[src/rtl/pci_bus_arbiter.sv]
// Central PCI bus arbiter: round-robin grants with hidden arbitration,
// bus parking on PARK_ID, and grant revocation when the granted master
// never starts a transaction.
module pci_bus_arbiter #(
  parameter int N_MASTERS   = 4,
  parameter int PARK_ID     = 0,
  parameter int GNT_TIMEOUT = 16
) (
  input  logic                         clk,
  input  logic                         rst,
  input  logic [N_MASTERS-1:0]         req_n,
  input  logic                         frame_n,
  input  logic                         irdy_n,
  output logic [N_MASTERS-1:0]         gnt_n,
  output logic [$clog2(N_MASTERS)-1:0] owner,
  output logic                         owner_vld,
  output logic                         bus_idle,
  output logic                         gnt_timeout,
  output logic                         proto_err
);

  localparam int IW = $clog2(N_MASTERS);
  localparam int CW = $clog2(GNT_TIMEOUT);
  localparam logic [IW-1:0]        PARK_IDX  = IW'(PARK_ID);
  localparam logic [N_MASTERS-1:0] PARK_MASK = N_MASTERS'(1) << PARK_ID;

  typedef enum logic [1:0] {GAP, PARK, GNT, XFER} state_t;

  state_t               state, state_nxt;
  logic [IW-1:0]        cur, cur_nxt;
  logic [IW-1:0]        ptr, ptr_nxt;
  logic [CW-1:0]        cnt, cnt_nxt;
  logic [IW-1:0]        owner_nxt;
  logic                 ovld_nxt, to_nxt, pe_nxt;
  logic [N_MASTERS-1:0] gnt_nxt, gnt_d;
  logic [N_MASTERS-1:0] req;
  logic [IW-1:0]        tgt, src, idx;
  logic                 idle, start, legal, any_req, other_req;

  // Index of the (single) low bit of a grant vector.
  function automatic logic [IW-1:0] low_idx(input logic [N_MASTERS-1:0] g);
    low_idx = '0;
    for (int i = 0; i < N_MASTERS; i++)
      if (!g[i]) low_idx = IW'(i);
  endfunction

  assign req       = ~req_n;
  assign idle      = frame_n & irdy_n;
  // bus_idle doubles as the previous cycle's idle value
  assign start     = bus_idle & ~frame_n;
  assign any_req   = |req;
  assign other_req = |(req & ~(N_MASTERS'(1) << cur));
  // A start is legitimate if some master saw a grant this cycle or the one before.
  assign legal     = ~&gnt_n | ~&gnt_d;
  assign src       = (~&gnt_n) ? low_idx(gnt_n) : low_idx(gnt_d);

  // Round-robin target: first requester after ptr, wrapping modulo N.
  always_comb begin
    tgt = ptr;
    idx = '0;
    for (int k = N_MASTERS; k >= 1; k--) begin
      idx = IW'((int'(ptr) + k) % N_MASTERS);
      if (req[idx]) tgt = idx;
    end
  end

  // State register.
  always_ff @(posedge clk or posedge rst) begin
    if (rst) state <= GAP;
    else     state <= state_nxt;
  end

  // Next-state and next datapath values; a bus start outranks request changes.
  always_comb begin
    state_nxt = state;
    cur_nxt   = cur;
    ptr_nxt   = ptr;
    cnt_nxt   = cnt;
    owner_nxt = owner;
    ovld_nxt  = owner_vld;
    to_nxt    = 1'b0;
    pe_nxt    = 1'b0;
    if (start && !legal) begin
      pe_nxt = 1'b1;
    end else if (start) begin
      state_nxt = XFER;
      cur_nxt   = src;
      owner_nxt = src;
      ovld_nxt  = 1'b1;
      if (state == GNT) ptr_nxt = cur;
    end else begin
      if (idle) ovld_nxt = 1'b0;
      case (state)
        GAP: begin
          if (any_req) begin
            state_nxt = GNT;
            cur_nxt   = tgt;
            cnt_nxt   = '0;
          end else begin
            state_nxt = PARK;
            cur_nxt   = PARK_IDX;
          end
        end
        PARK: begin
          if (req[PARK_ID]) begin
            state_nxt = GNT;
            cur_nxt   = PARK_IDX;
            cnt_nxt   = '0;
          end else if (any_req) begin
            state_nxt = GAP;
          end
        end
        GNT: begin
          if (!req[cur]) begin
            state_nxt = GAP;
          end else if (!idle) begin
            cnt_nxt = '0;
          end else if (cnt == CW'(GNT_TIMEOUT - 1)) begin
            state_nxt = GAP;
            to_nxt    = 1'b1;
            ptr_nxt   = cur;
          end else begin
            cnt_nxt = cnt + CW'(1);
          end
        end
        XFER: begin
          if (other_req) begin
            state_nxt = GAP;
          end else if (idle) begin
            state_nxt = req[cur] ? GNT : GAP;
            cnt_nxt   = '0;
          end
        end
        default: state_nxt = GAP;
      endcase
    end
  end

  // Grant decode from the next state, so gnt_n comes straight from a flop.
  always_comb begin
    gnt_nxt = '1;
    case (state_nxt)
      PARK:      gnt_nxt = ~PARK_MASK;
      GNT, XFER: gnt_nxt = ~(N_MASTERS'(1) << cur_nxt);
      default:   gnt_nxt = '1;
    endcase
  end

  // Datapath and output registers.
  always_ff @(posedge clk or posedge rst) begin
    if (rst) begin
      gnt_n       <= '1;
      gnt_d       <= '1;
      cur         <= PARK_IDX;
      ptr         <= IW'(N_MASTERS - 1);
      cnt         <= '0;
      owner       <= '0;
      owner_vld   <= 1'b0;
      bus_idle    <= 1'b1;
      gnt_timeout <= 1'b0;
      proto_err   <= 1'b0;
    end else begin
      gnt_n       <= gnt_nxt;
      gnt_d       <= gnt_n;
      cur         <= cur_nxt;
      ptr         <= ptr_nxt;
      cnt         <= cnt_nxt;
      owner       <= owner_nxt;
      owner_vld   <= ovld_nxt;
      bus_idle    <= idle;
      gnt_timeout <= to_nxt;
      proto_err   <= pe_nxt;
    end
  end

endmodule
[config.mk]
export PLATFORM = sky130hd
export DESIGN_NAME = pci_bus_arbiter
export DESIGN_NICKNAME = d
export VERILOG_FILES = /design/src/rtl/pci_bus_arbiter.sv
export SDC_FILE = /design/constraint.sdc
export NUM_CORES = 1
export LEC_CHECK = 0
export CAP_MARGIN = 20
export CORE_ASPECT_RATIO = 0.7
export CORE_MARGIN = 10
export CORE_UTILIZATION = 40
export CTS_CLUSTER_DIAMETER = 30
export DETAILED_ROUTE_END_ITERATION = 6
export REMOVE_ABC_BUFFERS = 1
export SLEW_MARGIN = 0
export SYNTH_ARGS = -nofsm -noshare
export SYNTH_HDL_FRONTEND = slang
export SYNTH_SLANG_ARGS = --single-unit
export TNS_END_PERCENT = 10
[constraint.sdc]
create_clock -name clk -period 1.96 [get_ports clk]
set_input_delay 0.392 -clock clk [delete_from_list [all_inputs] [get_ports clk]]
set_output_delay 0.392 -clock clk [all_outputs]
set_load 0.02 [all_outputs]
* After elaboration in Yosys (flattened, before gate mapping)
Index checks and enable logic that the tools add are counted.
** Word-level totals
- Bits in registers :: 24
- Bits of input ports :: 8
- Output and inout bits :: 10
- Word-level logic and storage cells :: 125
** Operators by class
- Add/subtract/negate cells :: 5
- $lt $le $gt $ge :: 5
- Equal/unequal tests :: 13
- Shifts and indexed selects :: 2
- Muxes and demuxes :: 62
- Bitwise logic cells :: 10
- Reduce and logical (&&, ||, !) cells :: 17
** Operators with widths (number)
- 2-bit 2-to-1 mux :: 30
- 4-bit 2-to-1 mux :: 7
- 1-bit 2-to-1 mux :: 16
- 4-bit one-hot mux with 4 select lines :: 1
- 2-bit by 3-bit < comparator with 1-bit output, second input constant :: 5
- 4-bit inverter :: 3
- 1-bit binary-select mux with 2-bit select :: 5
- 2-bit equality test, second input constant :: 4
- 2-bit != test, second input constant :: 4
- 2-bit one-hot mux with 4 select lines :: 1
- 4-bit one-hot mux with 2 select lines :: 1
- 4-bit AND reduction :: 2
- 8-bit AND reduction :: 1
- 4-bit OR reduction :: 2
- 1-bit by 2-bit << shifter with 4-bit output, first input constant :: 2
- 2-bit nonzero test :: 3
- 5-bit AND reduction :: 1
- 2-bit by 1-bit adder with 2-bit output, second input constant :: 2
- 2-bit adder, second input constant :: 2
- 4-bit by 1-bit adder with 4-bit output, second input constant :: 1
- 4-bit bitwise AND :: 1
- 2-bit by 1-bit equality test with 1-bit output, second input constant :: 2
- 4-bit equality test, second input constant :: 1
- 2-bit one-hot mux with 2 select lines :: 1
- 10 further kinds :: 16

* Logic depth before layout (Yosys ltp)
Gate-level depths: netlist of run 1.
- Depth after elaboration :: 14
- Mapped depth :: 7
- Depth with buffers taken out :: 7

* Worst setup path before layout of run 1
No wires, ideal clock.
- Path kind :: register -> register
- From :: reg bus_idle
- To :: reg gnt_n[0]
- Setup time :: 0.085 ns
- Arrival time :: 1.761 ns
- Required time :: 1.875 ns
- Setup slack :: 0.113 ns
- Stages on the path, launching flop included :: 7
- Buffers on the path :: 0
- Period minus slack after synthesis :: 1.847 ns
- Cells stage by stage :: dfstp_2 -> nor2b_1 -> o21ai_0 -> and3_1 -> a221o_1 -> o21ai_1 -> o21ai_0
** Between the ends
- Cells in the longest elaborated chain, start to end :: 6
- Elaborated cells on any way between the ends :: 13
- Those cells by class :: eq/ne (3); shift (1); mux (5); bitwise (2); reduce/logical (2)
** Ends and longest elaborated chain
- start: declaration :: RTL line 17 : output logic bus_idle,
- start signal: assignment :: RTL line 170 : bus_idle <= idle;
- 1-bit bitwise AND (*) :: RTL line 50 : assign start = bus_idle & ~frame_n;
- 2-bit 2-to-1 mux or 1-bit logical AND (tied branches) :: RTL line 85, 83
- 2-bit 2-to-1 mux (*) :: RTL line 83 : if (start && !legal) begin
- via cur_nxt[1] :: RTL line 30 : logic [IW-1:0] cur, cur_nxt;
- 1-bit by 2-bit << shifter with 4-bit output (*) :: RTL line 144 : GNT, XFER: gnt_nxt = ~(N_MASTERS'(1) << cur_nxt);
- 4-bit inverter (*) :: RTL line 144
- 4-bit one-hot mux with 2 select lines (*) :: RTL line 142 : case (state_nxt)
- via gnt_nxt[0] :: RTL line 35 : logic [N_MASTERS-1:0] gnt_nxt, gnt_d;
- end signal: assignment :: RTL line 163 : gnt_n <= gnt_nxt;
- end: declaration :: RTL line 14 : output logic [N_MASTERS-1:0] gnt_n,
The timed path passes the listed nets; every way through them passes the cells marked *.
A chain may end at the register's enable or synchronous reset.

* Worst setup path in the final report of run 1
- From :: reg cur[0]
- To :: reg cnt[3]
** Between the ends
- Cells in the longest elaborated chain, start to end :: 6
- Elaborated cells on any way between the ends :: 9
- Those cells by class :: eq/ne (2); shift (1); mux (2); bitwise (2); reduce/logical (2)
** Ends and longest elaborated chain
- start: declaration :: RTL line 30
- start signal: assignment :: RTL line 165 : cur <= cur_nxt;
- 1-bit by 2-bit << shifter with 4-bit output :: RTL line 52 : assign other_req = |(req & ~(N_MASTERS'(1) << cur));
- 4-bit inverter :: RTL line 52
- 4-bit bitwise AND :: RTL line 52
- 4-bit OR reduction :: RTL line 52
- 2-bit != test (no source line)
- 8-bit AND reduction (no source line) (*)
- end signal: assignment :: RTL line 167 : cnt <= cnt_nxt;
- end: declaration :: RTL line 32 : logic [CW-1:0] cnt, cnt_nxt;
Mark *: on every way between the ends. The rest lies on a longest branch, timed or not. The select of a mux whose other input is x is not followed.

==> summary.md, run 1 <==
| Metric | Value |
|---|---|
| Status | `complete, no violations` |
| Gp weighted congestion | `0.828` |
| R2R depth | `5` |
| Mapped Area | `1250 um2` |
| CP Launch Type | `register` |
| Worst path bufs/invs | `0` |
| Row count | `16` |
| NumNets Final | `185` |
| Die Y | `66.7 um` |
| Largest net degree at the start of global routing | `25` |
| Pleak | `0.800 nW` |
| Dpl hpwl | `2450 um` |
| Final Hold Violating Endpoints | `0` |
| Average size of a mapped cell | `9.51 um2` |
| Initial Utilization | `0.432` |
| PD cells | `1350 nW/um2` |
| PortBufs | `17` |
| HP Class | `register to register` |
| Crit-path cells | `mux4_2, or3_4, nor2_4, a41oi_2, a31oi_1` |
| Vias in the first global route | `1085` |
| TritonCTS sink count | `24` |
| Clock root buffer master | `clkbuf_8` |
| Initial antenna violation count | `0` |
| Grt peak-use layer | `met2` |
| Yosys reg bits | `24` |
| Final period utilization | `0.962` |
| Setup violations, final | `0` |
| Min Clock Period, post-route | `1890 ps` |
| Gr usage total | `0.114` |
| Ys Warns | `0` |
| Reg clk slew, reported paths | `90 ps` |
| I/O pin cnt | `18` |
| Area of the multi-input gates | `between 600 and 700 um2` |
| Initial DRC Count | `105` |
| Die X | `86.7 um` |
| Hold Path Stages | `0` |
| CTS tree | `built` |
| GR Util met3 | `0.0352` |
| Drt pass-1 iters | `4` |
| Vias | `1124` |
| Gr ovfl total | `0` |
| VDD IR-drop max | `593 uV` |
| Max-slew violations | `0` |
| Avg WL per Cell | `between 10 and 15 um` |
| Most common cell after layout, fill and taps aside | `buf_4` |
| Synth top area cells | `dfrtp_1 (26%), dfstp_2 (23%), nand2_1 (5.7%)` |
| GR Layer Usage met1 | `0.162` |
| Area grow syn2layout | `39.3%` |
| Share of the synthesized area in the top cell type | `0.261` |
| Layout cells sized above 1 | `0.286` |
| Sequential share of the synthesized area | `0.493` |
| Bufs on Longest Clock Path | `2` |
| Total Power | `2.34 mW` |
| Crit-path max FO | `5` |
| Cell variety after synth | `40` |
| MaxCap Viol Count | `0` |
| Die Footprint | `5780 um2` |
| Worst path top cell family by delay | `simple AND/OR/NAND/NOR gates` |
| Final WL | `between 3000 and 4000 um` |
| Slowest cell on crit path | `mux4_2` |
| Setup CP Type | `register to register` |
| H-tree levels | `1` |
| Setup crit end kind | `register` |
| Arr. time, crit path | `2090 ps` |
| Grt met2 use | `0.163` |
| Leading area contributor after synthesis | `dfrtp_1` |
| First-pass GRT wire length | `around 5300 um` |
| CORE AREA | `2880 um2` |
| Worst Tran Pin Value | `378 ps` |
| Slowest stage delay, CP | `~570 ps` |
| ANT nets after route | `0` |
| Worst Clk Skew | `2.31 ps` |
| Syn Inst Count | `131` |
| Worst-Skew Late Latency | `280 ps` |
| Ant. Diodes | `0` |
| FF/Latch Area | `614 um2` |
| Most frequent cells in the layout | `buf_4 (25), nand2_1 (19), dfrtp_1 (13), clkdlybuf4s50_1 (13), nor2_1 (12)` |
| Unrepaired setup endpoints after global routing | `false` |
| CTS Buf Count | `3` |
| DRC viols | `0` |
| Final hold slack | `around 390 ps` |
| Vias per std cell | `around 5.3` |
| Top achievable clock speed | `0.530 GHz` |
| Instance count on the critical path | `5` |
| Fillers | `263` |
| Data required time of the worst path | `2160 ps` |
| Slew margin rel. | `0.748` |
## flip-flops by register name, summed over array words and instances (netlist names), 2 cells and up
name	count
cnt	4
cur	2
gnt_d	4
gnt_n	4
owner	2
ptr	2
state	2
## Yosys cell counts
library cell and number:
or3_1 2, o31ai_1 1, ha_1 1, o21ai_1 1
mux4_2 1, nand3_1 6, o31a_1 1, a211oi_1 1
clkbuf_1 2, o211ai_1 1, a31oi_1 3, and2_1 1
nand4_1 4, nor2_4 1, o21ai_0 8, a41o_1 1
a211o_1 2, a221o_1 1, nand3b_1 1, a311oi_1 1
a21oi_1 4, nand2b_1 5, mux2_2 3, and3_1 1
a221oi_1 1, nor2b_1 2, a41oi_1 1, inv_1 7
o22a_2 1, or3_4 1, dfstp_2 11, nor3_1 4
nor2_1 12, a21boi_0 1, o21a_1 1, mux2i_1 2
nand2_1 19, dfrtp_1 13, o22ai_1 1, nor4b_1 1
## worst reg2reg max path: stages, from the launching register on
cell     delay (ps)
dfrtp_1         390
mux4_2          570
or3_4           440
nor2_4          150
a41oi_2         120
a31oi_1         140
## worst paths after layout
path                                         start                    to  slack (ps)
worst max register to register    cur[0]$_DFF_PP0_    cnt[3]$_DFFE_PP0P_          70
worst min-delay path            gnt_n[3]$_DFF_PP1_    gnt_d[3]$_DFF_PP1_         390
worst max-delay path              cur[0]$_DFF_PP0_    cnt[3]$_DFFE_PP0P_          70
max in group asynchronous                      rst    ptr[0]$_DFFE_PP1P_        1220
worst min register to register  gnt_n[3]$_DFF_PP1_    gnt_d[3]$_DFF_PP1_         390
min in group asynchronous                      rst  owner[1]$_DFFE_PP0P_         450
## layer usage
metal / wire (um) / vias up
met4: 27 / 0
met5: 0 / -
met3: 238 / 3
met2: 1340 / 42
met1: 1550 / 514
li1: - / 565
## logic make-up after synthesis
family,count (synthesis),synth area share
buffers and inverters,9,0.0271
AND/OR/NAND/NOR,60,0.240
flip-flops,24,0.493
multiplexers,6,0.0612
adder cells (fa/ha/maj),1,0.0100
AO/OA/AOI/OAI,31,0.169
## layout make-up
class,instances,share of cell area
multi-input combinational,98,0.354
tap,36,0.0260
inverter,7,0.0151
clock inverter,1,0.0173
timing repair buffer,42,0.210
clock buffer,3,0.0238
sequential,24,0.354
## stage by stage
step / utilization / instances / cell area (um2) / TNS, ps / worst slack [ps]
6_report: 0.602 / 211 / 1740 / 0 / 74.5
5_1_grt: 0.602 / 211 / 1740 / 0 / 11.4
4_1_cts: 0.591 / 210 / 1700 / 0 / 9.65
3_5_place_dp: 0.567 / 206 / 1630 / -2560 / -324
3_3_place_gp: 0.567 / 206 / 1630 / -2090 / -250
2_1_floorplan: - / 129 / 1240 / 0 / 113
## power by group
group          internal, mW  switching (mW)
Clock                 0.274           0.172
Combinational         0.485           0.497
Sequential            0.718           0.191
Total                  1.48           0.859
## timing repair
action                                  in CTS  in global routing
resized for setup                            1                  6
pin swaps                                    0                  2
hold buffers                                 0                  0
buffers inserted                             0                  1
endpoints found under the setup margin       1                  4
Note: power is estimated with default switching activity, not from simulation.
==> run 2, diff against run 1 <==
- CORE_UTILIZATION: 40 -> 53
- PLACE_DENSITY: unset -> 0.78
==> summary.md, run 2 (synthesis gave the netlist of run 1 again) <==
| Metric | Value |
|---|---|
| Status | `complete, no violations` |
| Gr ovfl total | `0` |
| DRC viols | `0` |
| Min Clock Period, post-route | `approximately 1900 ps` |
| Drt pass-1 iters | `4` |
| Top Registers | `cnt x4, gnt_d x4, gnt_n x4` |
| Final period utilization | `0.990` |
| Unrepaired setup endpoints after global routing | `true` |
| Max-slew violations | `0` |
| Final WL | `~3200 um` |
| CTS Buf Count | `3` |
| CP Launch Type | `input port` |
| Worst Clk Skew | `4.68 ps` |
| Layout cells sized above 1 | `0.269` |
| Worst path bufs/invs | `1` |
| Die Footprint | `around 4700 um2` |
| R2r setup slk | `100 ps` |
| Area grow syn2layout | `34.6%` |
| PD cells | `1320 nW/um2` |
| Final core utilization | `0.766` |
| Gp weighted congestion | `between 0.9 and 1` |
| Vias | `1173` |
| Worst Tran Pin Value | `roughly 340 ps` |
| Final Hold Violating Endpoints | `0` |
| Reg clk slew, reported paths | `140 ps` |
| Initial DRC Count | `a little over 70` |
| CTS tree | `built` |
| Slowest cell on crit path | `mux4_2` |
| Area of the multi-input gates | `609 um2` |
| Crit-path max FO | `5` |
| Setup crit end kind | `register` |
| H-tree levels | `1` |
| Die X | `around 78 um` |
| Bufs on Longest Clock Path | `2` |
| NumNets Final | `181` |
| Top achievable clock speed | `0.515 GHz` |
| Ant. Diodes | `0` |
| Slowest stage delay, CP | `540 ps` |
| # placed instances | `between 150 and 200` |
| Most frequent cells in the layout | `buf_4 (21), nand2_1 (19), clkdlybuf4s50_1 (14)` |
| Total Power | `about 2.2 mW` |
| Gr usage total | `0.140` |
| TritonCTS sink count | `24` |
| Postcts setup bufs | `0` |
| Initial antenna violation count | `0` |
| Largest net degree at the start of global routing | `25` |
| Arr. time, crit path | `approximately 2200 ps` |
| Vias per std cell | `5.78` |
| Crit-path cells | `clkdlybuf4s50_1, mux4_2, or3_4, nor2_4, a41oi_1, a31oi_1` |
| Row count | `14` |
| Setup CP Type | `input port to register` |
| CORE AREA | `2190 um2` |
| Data required time of the worst path | `about 2200 ps` |
| Worst path top cell family by delay | `multiplexers` |
| Avg WL per Cell | `15.5 um` |
| Die Y | `60.6 um` |
| Fillers | `~150` |
| I/O pin cnt | `18` |
| Setup violations, final | `0` |
| First-pass GRT wire length | `between 5000 and 6000 um` |
| VDD IR-drop max | `753 uV` |
| Vias in the first global route | `1098` |
| Initial Utilization | `0.569` |
| Pleak | `0.753 nW` |
| Dpl hpwl | `between 2000 and 2500 um` |
| Slew margin rel. | `0.771` |
| PortBufs | `17` |
| HP Class | `input port to async pin` |
| ANT nets after route | `0` |
| Fin cells | `203` |
| Worst-Skew Late Latency | `320 ps` |
| Most common cell after layout, fill and taps aside | `buf_4` |
| MaxCap Viol Count | `0` |
| Clock root buffer master | `clkbuf_4` |
| FF/Latch Area | `approximately 610 um2` |
==> run 2: path summary, 6_finish.rpt <==
| path | start | endpoint | cells after the start |
|---|---|---|---|
| setup / recovery | req_n[0] | cnt[3]$_DFFE_PP0P_ | 6 |
| hold / removal | rst | owner[0]$_DFFE_PP0P_ | 3 |
| setup reg to reg | cur[0]$_DFF_PP0_ | cnt[3]$_DFFE_PP0P_ | 5 |
| hold reg to reg | gnt_n[3]$_DFF_PP1_ | gnt_d[3]$_DFF_PP1_ | 0 |
| max in group asynchronous | rst | gnt_n[1]$_DFF_PP1_ | 3 |
| min in group clk | gnt_n[3]$_DFF_PP1_ | gnt_d[3]$_DFF_PP1_ | 0 |
==> run 2: layout make-up <==
cell class,instances,share of cell area
timing repair buffer,38,0.200
tap,32,0.0239
multi-input combinational,98,0.363
sequential,24,0.366
clock inverter,1,0.0179
clock buffer,3,0.0134
inverter,7,0.0157
==> run 2: timing repair <==
action | CTS | global route
hold buffers | 0 | 0
gates resized for setup | 0 | 6
endpoints found under the setup margin | 0 | 7
endpoints found under the hold margin | 0 | 0
==> run 2: metrics by stage <==
step	TNS (ps)	setup slack [ps]	cell area, um2	hold slack (ps)
after global placement	-1980	-248	1610	379
after detailed placement	-2370	-323	1610	383
after global routing	-11.0	-11.0	1680	392
after floorplan	0	113	1240	398
final	0	19.3	1680	399
after CTS	0	1.31	1660	402
==> run 2: per-layer routing <==
metal | global-route usage | wire length (um) | vias to the layer above
met5 | 0 | 0 | -
met1 | 0.192 | 1510 | 554
met2 | 0.211 | 1410 | 51
li1 | - | - | 562
met4 | 0.0433 | 40 | 0
met3 | 0.0369 | 199 | 6
==> run 2: power breakdown <==
part / internal, mW / leakage [nW] / switching [mW] / total (mW)
Clock: 0.207 / 0.0279 / 0.156 / 0.363
Combinational: 0.441 / 0.437 / 0.504 / 0.945
Sequential: 0.717 / 0.288 / 0.187 / 0.904
Total: 1.37 / 0.753 / 0.846 / 2.21
==> run 2: worst min-delay path, stage by stage <==
cell and delay, ps:
clkdlybuf4s50_1 390, inv_1 60, buf_4 290
==> run 3, diff against run 2 <==
- CAP_MARGIN: 20 -> unset
==> results of run 3 <==
Final layout, timing and power as in run 2 (identical DEF).
